### src/rtl/program_counter.sv
// program_counter: holds the current instruction address and sequences branch
// handshakes with the downstream branch stage.
// Optional feature macro: PC_HALT_ON_WRAP_EN. When it is defined, an increment
// from the all-ones address halts the PC until reset instead of wrapping to 0.
//
// state   | meaning
// --------+-----------------------------------------------------------------
// IDLE    | ready=1, accepts sequential or branch steps
// BR_WAIT | branch request outstanding, waiting for br_done or the timeout
// HALT    | PC overflow stop, only with PC_HALT_ON_WRAP_EN; left only by reset
module program_counter #(
    parameter int              SIZE     = 8,
    parameter logic [SIZE-1:0] RESET_PC = '0,
    parameter int              TIMEOUT  = 15
) (
    input  logic            clk,
    input  logic            reset,
    input  logic            step,
    input  logic            is_branch,
    input  logic [2:0]      offset,
    output logic            ready,
    output logic [SIZE-1:0] pc,
    output logic            pc_valid,
    output logic            branch_taken,
    output logic            err,
    output logic            halted,
    output logic [SIZE-1:0] br_count,
    output logic [2:0]      br_offset,
    output logic            br_control,
    output logic            br_enable,
    input  logic [SIZE-1:0] br_result,
    input  logic            br_done
);

    localparam int CW = $clog2(TIMEOUT + 1);

`ifdef PC_HALT_ON_WRAP_EN
    typedef enum logic [1:0] {IDLE, BR_WAIT, HALT} state_t;
`else
    typedef enum logic [1:0] {IDLE, BR_WAIT} state_t;
`endif

    state_t          state, state_n;
    logic [CW-1:0]   cnt, cnt_n;
    logic [SIZE-1:0] pc_n, count_n;
    logic [2:0]      off_n;
    logic            valid_n, taken_n, err_n, ctl_n, en_n;
    logic            halted_r, halted_n;
    logic            advance;

    assign ready = (state == IDLE);

`ifdef PC_HALT_ON_WRAP_EN
    assign halted = halted_r;
`else
    assign halted = 1'b0;
`endif

    // Next-state and next-register values; a fall-through increment is
    // funnelled through 'advance' so wrap handling lives in one place.
    always_comb begin
        state_n  = state;
        cnt_n    = cnt;
        pc_n     = pc;
        valid_n  = 1'b0;
        taken_n  = branch_taken;
        err_n    = err;
        count_n  = br_count;
        off_n    = br_offset;
        ctl_n    = br_control;
        en_n     = br_enable;
        halted_n = halted_r;
        advance  = 1'b0;

        case (state)
            IDLE: begin
                if (step) begin
                    if (is_branch) begin
                        count_n = pc;
                        off_n   = offset;
                        ctl_n   = 1'b1;
                        en_n    = 1'b1;
                        cnt_n   = '0;
                        state_n = BR_WAIT;
                    end else begin
                        advance = 1'b1;
                    end
                end
            end
            BR_WAIT: begin
                cnt_n = cnt + CW'(1);
                // First wait cycle ignores br_done: it may be a stale level.
                if ((cnt != '0) && br_done) begin
                    pc_n    = br_result;
                    taken_n = (br_result != pc);
                    valid_n = 1'b1;
                    ctl_n   = 1'b0;
                    en_n    = 1'b0;
                    state_n = IDLE;
                end else if (cnt == CW'(TIMEOUT)) begin
                    err_n   = 1'b1;
                    ctl_n   = 1'b0;
                    en_n    = 1'b0;
                    advance = 1'b1;
                end
            end
            default: begin
                state_n = state;
            end
        endcase

        if (advance) begin
            taken_n = 1'b0;
            state_n = IDLE;
`ifdef PC_HALT_ON_WRAP_EN
            if (&pc) begin
                halted_n = 1'b1;
                state_n  = HALT;
            end else begin
                pc_n    = pc + SIZE'(1);
                valid_n = 1'b1;
            end
`else
            pc_n    = pc + SIZE'(1);
            valid_n = 1'b1;
`endif
        end
    end

    // State and datapath registers with synchronous reset.
    always_ff @(posedge clk) begin
        if (reset) begin
            state        <= IDLE;
            cnt          <= '0;
            pc           <= RESET_PC;
            pc_valid     <= 1'b0;
            branch_taken <= 1'b0;
            err          <= 1'b0;
            halted_r     <= 1'b0;
            br_count     <= RESET_PC;
            br_offset    <= 3'b000;
            br_control   <= 1'b0;
            br_enable    <= 1'b0;
        end else begin
            state        <= state_n;
            cnt          <= cnt_n;
            pc           <= pc_n;
            pc_valid     <= valid_n;
            branch_taken <= taken_n;
            err          <= err_n;
            halted_r     <= halted_n;
            br_count     <= count_n;
            br_offset    <= off_n;
            br_control   <= ctl_n;
            br_enable    <= en_n;
        end
    end

endmodule

### config.mk
export PLATFORM = sky130hd
export DESIGN_NAME = program_counter
export DESIGN_NICKNAME = d
export VERILOG_FILES = /design/src/rtl/program_counter.sv
export SDC_FILE = /design/constraint.sdc
export NUM_CORES = 1
export LEC_CHECK = 0
export ABC_AREA = 0
export ABC_CLOCK_PERIOD_IN_PS = 2800
export BUFFER_PORTS_ARGS = -buffer_cell sky130_fd_sc_hd__buf_2
export CAP_MARGIN = 20
export CORE_ASPECT_RATIO = 1.25
export CORE_MARGIN = 5
export CORE_UTILIZATION = 54
export CTS_CLUSTER_DIAMETER = 150
export DETAILED_ROUTE_END_ITERATION = 12
export HOLD_SLACK_MARGIN = 0.08
export PLACE_DENSITY = 0.95
export SLEW_MARGIN = 10
export SYNTH_ARGS = -nofsm -noshare
export SYNTH_HDL_FRONTEND = slang
export SYNTH_SLANG_ARGS = --single-unit
### constraint.sdc
create_clock -name clk -period 2.8 [get_ports clk]
set_clock_uncertainty 0.05 [all_clocks]
set_input_delay 0.14 -clock clk [delete_from_list [all_inputs] [get_ports clk]]
set_output_delay 0.14 -clock clk [all_outputs]
set_load 0.01 [all_outputs]
# --- After elaboration in Yosys (flattened, before gate mapping) ---
# Index checks and enable logic that the tools add are counted.
totals:
  regBits: 29
  input_bits: 16
  output_inout_bits: 26
  wordCells: 56
op_classes:
  add_sub_neg: 2
  eq_ne: 7
  n_mux: 23
  bitwise: 1
  n_reduce_logical: 14
ops:
  columns: ["cell", "count"]
  rows:
  - ["2-to-1 mux 8 bit", 3]
  - ["2-to-1 mux 1 bit", 11]
  - ["AND reduction 3 bit", 3]
  - ["adder 8 x 1 -> 8 bit (second input constant)", 1]
  - ["2-to-1 mux 4 bit", 2]
  - ["!= test 8 bit", 1]
  - ["case mux 4 bit (2 select lines)", 1]
  - ["AND reduction 4 bit", 2]
  - ["2-to-1 mux 2 bit", 3]
  - ["!= test 2 bit (second input constant)", 3]
  - ["nonzero test 2 bit", 3]
  - ["adder 4 x 1 -> 4 bit (second input constant)", 1]
  - ["== test 4 bit (second input constant)", 1]
  - ["case mux 1 bit (2 select lines)", 2]
  - ["case mux 2 bit (2 select lines)", 1]
  - ["AND reduction 2 bit", 2]
  - ["nonzero test 4 bit", 1]
  - ["!= test 3 bit (second input constant)", 1]
  - ["== test 2 x 1 -> 1 bit (second input constant)", 1]
  - ["zero test 2 bit", 1]
  - ["OR reduction 2 bit", 1]
  - ["logical AND 1 bit", 1]
  - ["inverter 1 bit", 1]

# --- Logic depth before layout (Yosys ltp) ---
logic_depth:
  word_depth: 6
  mapped_depth: 7
  mapped_depth_nobuf: 6

# --- Worst setup path before layout ---
# OpenSTA, ideal clock, no wires.
synth_timing:
  path_type: "reg-to-reg"
  from: "register cnt[0]"
  to: "register pc[5]"
  setup_ns: 0.087
  arrival_ns: 1.535
  required_time_ns: 2.663
  setup_slack_ns: 1.128
  path_stages_with_launch: 8
  path_buffers: 1
  synth_period_minus_slack_ns: 1.672
  path_cell_list: "dfxtp_1 -> inv_1 -> ha_1 -> or3b_4 -> and3_4 -> buf_6 -> o41a_1 -> o31ai_1"
synth_between:
  elab_chain_cells: 6
  word_cells_on_any_way: 10
  cone_classes: "1 x eq/ne; 4 x mux; 5 x reduce/logical"
synth_rtl:
  columns: ["element", "line_no", "rtl"]
  rows:
  - ["from (decl)", "44", "logic [CW-1:0] cnt, cnt_n;"]
  - ["from (signal assigned)", "146", "cnt <= cnt_n;"]
  - ["== test 4 bit or nonzero test 4 bit (tied branches)", "100, 93", null]
  - ["2-to-1 mux 1 bit or logical AND 1 bit (tied branches)", "100, 93", null]
  - ["2-to-1 mux 1 bit", "93", "if ((cnt != '0) && br_done) begin"]
  - ["case mux 1 bit (2 select lines)", "75", "case (state)"]
  - ["nonzero test 2 bit (no line)", null, null]
  - ["AND reduction 2 bit (no line)", null, null]
  - ["to (signal assigned)", "147", "pc <= pc_n;"]
  - ["to (decl)", "22", "output logic [SIZE-1:0] pc,"]
# Several ways; a longest one is shown, not always the timed one.
# A chain may end at the register's enable or synchronous reset.

# --- Worst setup path after layout ---
layout_timing:
  from: "register state[0]"
  to: "register pc[4]"
layout_between:
  elab_chain_cells: 4
  word_cells_on_any_way: 7
  cone_classes: "1 x eq/ne; 2 x mux; 4 x reduce/logical"
layout_rtl:
  columns: ["element", "line_no", "rtl"]
  rows:
  - ["from (decl)", "43", "state_t state, state_n;"]
  - ["from (signal assigned)", "145", "state <= state_n;"]
  - ["== test 2 x 1 -> 1 bit or zero test 2 bit (tied branches)", "75", null]
  - ["case mux 1 bit (2 select lines)", "75", null]
  - ["nonzero test 2 bit (no line)", null, null]
  - ["AND reduction 2 bit (no line)", null, null]
# Several ways; a longest one is shown, not always the timed one.

==> reports/qor.yml <==
run_status:
  outcome: "finished, final reports clean"
synthesis:
  synth_area_sq_um: 1410
  synth_edf_count: 0
  synth_commonest_cells: "dfxtp_1, nor2_1, nand3_1, mux2i_1"
  synth_seq_cells: 28
  yosysMostFrequentCell: "dfxtp_1"
  ys_types: 41
  synthArstFlopShare: 0
  syn-num-nets: 177
  netlist_instances: 158
  yosys_warnings: 0
  yosysTopAreaCell: "dfxtp_1"
  synth_ff_type: "dfxtp_1"
  yosysTopAreaCellShare: 0.396
  ys_top_cells_by_area: "dfxtp_1, mux2i_1, xnor2_1"
  yosysSeqAreaShare: 0.396
  avgSynthCellArea_sq_um: 8.95
floorplanning:
  die_w_um: 55.8
  io_pins: 42
  start_util: 0.571
  die-area_sq_um: 3750
  row_count: 20
  die_h_um: 67.2
  core-area_sq_um: 2480
worst_setup_path:
  end_kind: "flip-flop"
  cp.required_ps: 3020
  worstPathMaxFanout: 14
  start_kind: "flip-flop"
  r2r_start: "state[0]$_SDFFE_PP0P_"
  crit_start: "state[0]$_SDFFE_PP0P_"
  worstSetupPathType: "reg -> reg"
  reg2reg_slack_ps: 870
  critical_path_arrival_ps: 2150
placement:
  dp_hpwl_um: 2310
  dp_cells: 220
  portBuffers: 40
  routabilityCongestion: 0.761
  place_ws_ps: 912
finish:
  nNetsFinal: 219
  fin_cells: 232
  antenna_cells: 0
  area_growth_syn_to_layout_pct: 22.3
  drive_gt1_frac: 0.256
detailed_routing:
  vias: 1306
  ant_nets: 0
  wl_per_cell_um: 13.9
  drt-total-wl_um: 3230
  avgViaCountPerCell: 5.63
  dr.pass1.iters: 4
  drcViolationCount: 0
  drt_iter0_markers: 37
cts:
  cts_max_level: 1
  numCtsBuffers: 3
  cts_sinks: 28
  clkTransAtPathRegs_ps: 150
  cts-root-buf: "clkbuf_4"
  postCtsSetupBuffers: 0
  cts_tree: "yes"
  clkLatencyLatePin_ps: 330
  clock_path_buffers: 2
sta:
  slew_headroom: 0.523
  worst_pin_slew_ps: 713
  period_needed_ps: 1930
  drv_slew: 0
  final-hold-violation-count: 0
  holdWs_ps: 101
  finalSetupViolations: 0
  period_share: 0.688
  tns_ps: 0
  rsz0062_at_grt: "false"
  fmaxAchievable_mhz: 519
  worst_slack_ps: 873
power_and_ir_drop:
  power_density_nw_per_um2: 455
  p_sw_frac: 0.236
  ir_worst_vdd_uv: 443
  p_clk_frac: 0.336
  pwr-share-seq: 0.535
  power_uw: 786
  share_comb_of_total_power: 0.129
  p_leak_nw: 0.747
  p_switching_uw: 185
  intPower_uw: 601
global_route:
  grt_pass1_wl_um: 5440
  grt_start_max_net_pins: 32
  first_global_vias: 1250
  antenna_found_initial: 0
  track_usage: 0.181
  gr-total-overflow: 0
flow_run:
  cap_violations: 0
worst_hold_path:
  worstHoldPathType: "in -> reg"
  holdCritStartpoint: "br_result[4]"
==> final timing paths <==
| path | to | cells past startpoint |
|---|---|---|
| setup / recovery | pc[4]$_SDFFE_PP0P_ | 4 |
| hold / removal | pc[4]$_SDFFE_PP0P_ | 3 |
| setup reg to reg | pc[4]$_SDFFE_PP0P_ | 4 |
| hold reg to reg | err$_SDFFE_PP0P_ | 2 |
==> worst max-delay path: stages (launching register included) <==
cell and delay, ps:
dfxtp_1 560, inv_2 160, o32a_1 540, or3_1 410, a31oi_1 140
==> power groups by stage <==
stage / clock network, mW / registers [mW] / logic, mW
2_1_floorplan: 0 / 0.429 / 0.0605
3_3_place_gp: 0 / 0.429 / 0.0912
3_5_place_dp: 0 / 0.429 / 0.0923
4_1_cts: 0.268 / 0.420 / 0.102
5_1_grt: 0.284 / 0.423 / 0.113
6_report: 0.264 / 0.420 / 0.102
==> sequential cells by signal (all words and copies together) (netlist names) <==
name / flops
br_count: 8
pc: 8
cnt: 4
br_offset: 3
br_enable: 1
branch_taken: 1
err: 1
pc_valid: 1
state: 1
==> logic make-up (layout without fill, tap and decap cells) <==
logic type,after synthesis,count (layout),synth area share
DFF,28,28,0.396
xor gates and xnor gates,11,11,0.0681
AOI/OAI and AO/OA,25,25,0.145
adders and majority gates,3,3,0.0266
other,1,1,0.00265
muxes,12,12,0.0858
and+or+nand+nor,62,62,0.220
buffers and inverters,16,57,0.0549
==> timing repair <==
item | 4_1_cts | 5_1_grt
resized for setup | 0 | 0
hold endpoints to repair | 8 | 0
hold buffers | 8 | 0
==> layer usage <==
layer | track usage | vias to the layer above | part of all wire
li1 | - | 651 | -
met1 | 0.207 | 606 | 0.41
met2 | 0.324 | 41 | 0.51
met3 | 0.0402 | 8 | 0.059
met4 | 0.0790 | 0 | 0.020
met5 | 0 | - | 0
==> cell type report <==
class	count	area, sq um
Multi-Input combinational cell	114	776
Fill cell	196	748
Sequential cell	28	561
Timing Repair Buffer	48	280
Tap cell	33	41.3
Clock inverter	1	30.0
Clock buffer	3	22.5
Inverter	5	18.8
==> layout by cell type (no fill, tap or decap), types with 2 or more instances in the layout <==
cell           Yosys  routed
nor3_1             3       3
nand2_1           10      10
nand3_1           13      13
buf_2              2      40
mux2i_1           11      11
clkbuf_4           0       3
a31oi_1            4       4
dlygate4sd3_1      0       8
or3_1              4       4
a21oi_1            7       7
dfxtp_1           28      28
nand4_1            4       4
xnor2_1           10      10
a32oi_1            4       4
inv_1              4       4
nor2_1            19      19
ha_1               3       3
nand2b_1           2       2
==> stage by stage <==
stage,utilization,cell area [sq um]
2_1_floorplan,-,1410
3_3_place_gp,0.644,1600
3_5_place_dp,0.644,1600
4_1_cts,0.698,1730
5_1_grt,0.698,1730
6_report,0.698,1730
Note: power is estimated with default switching activity, not from simulation.
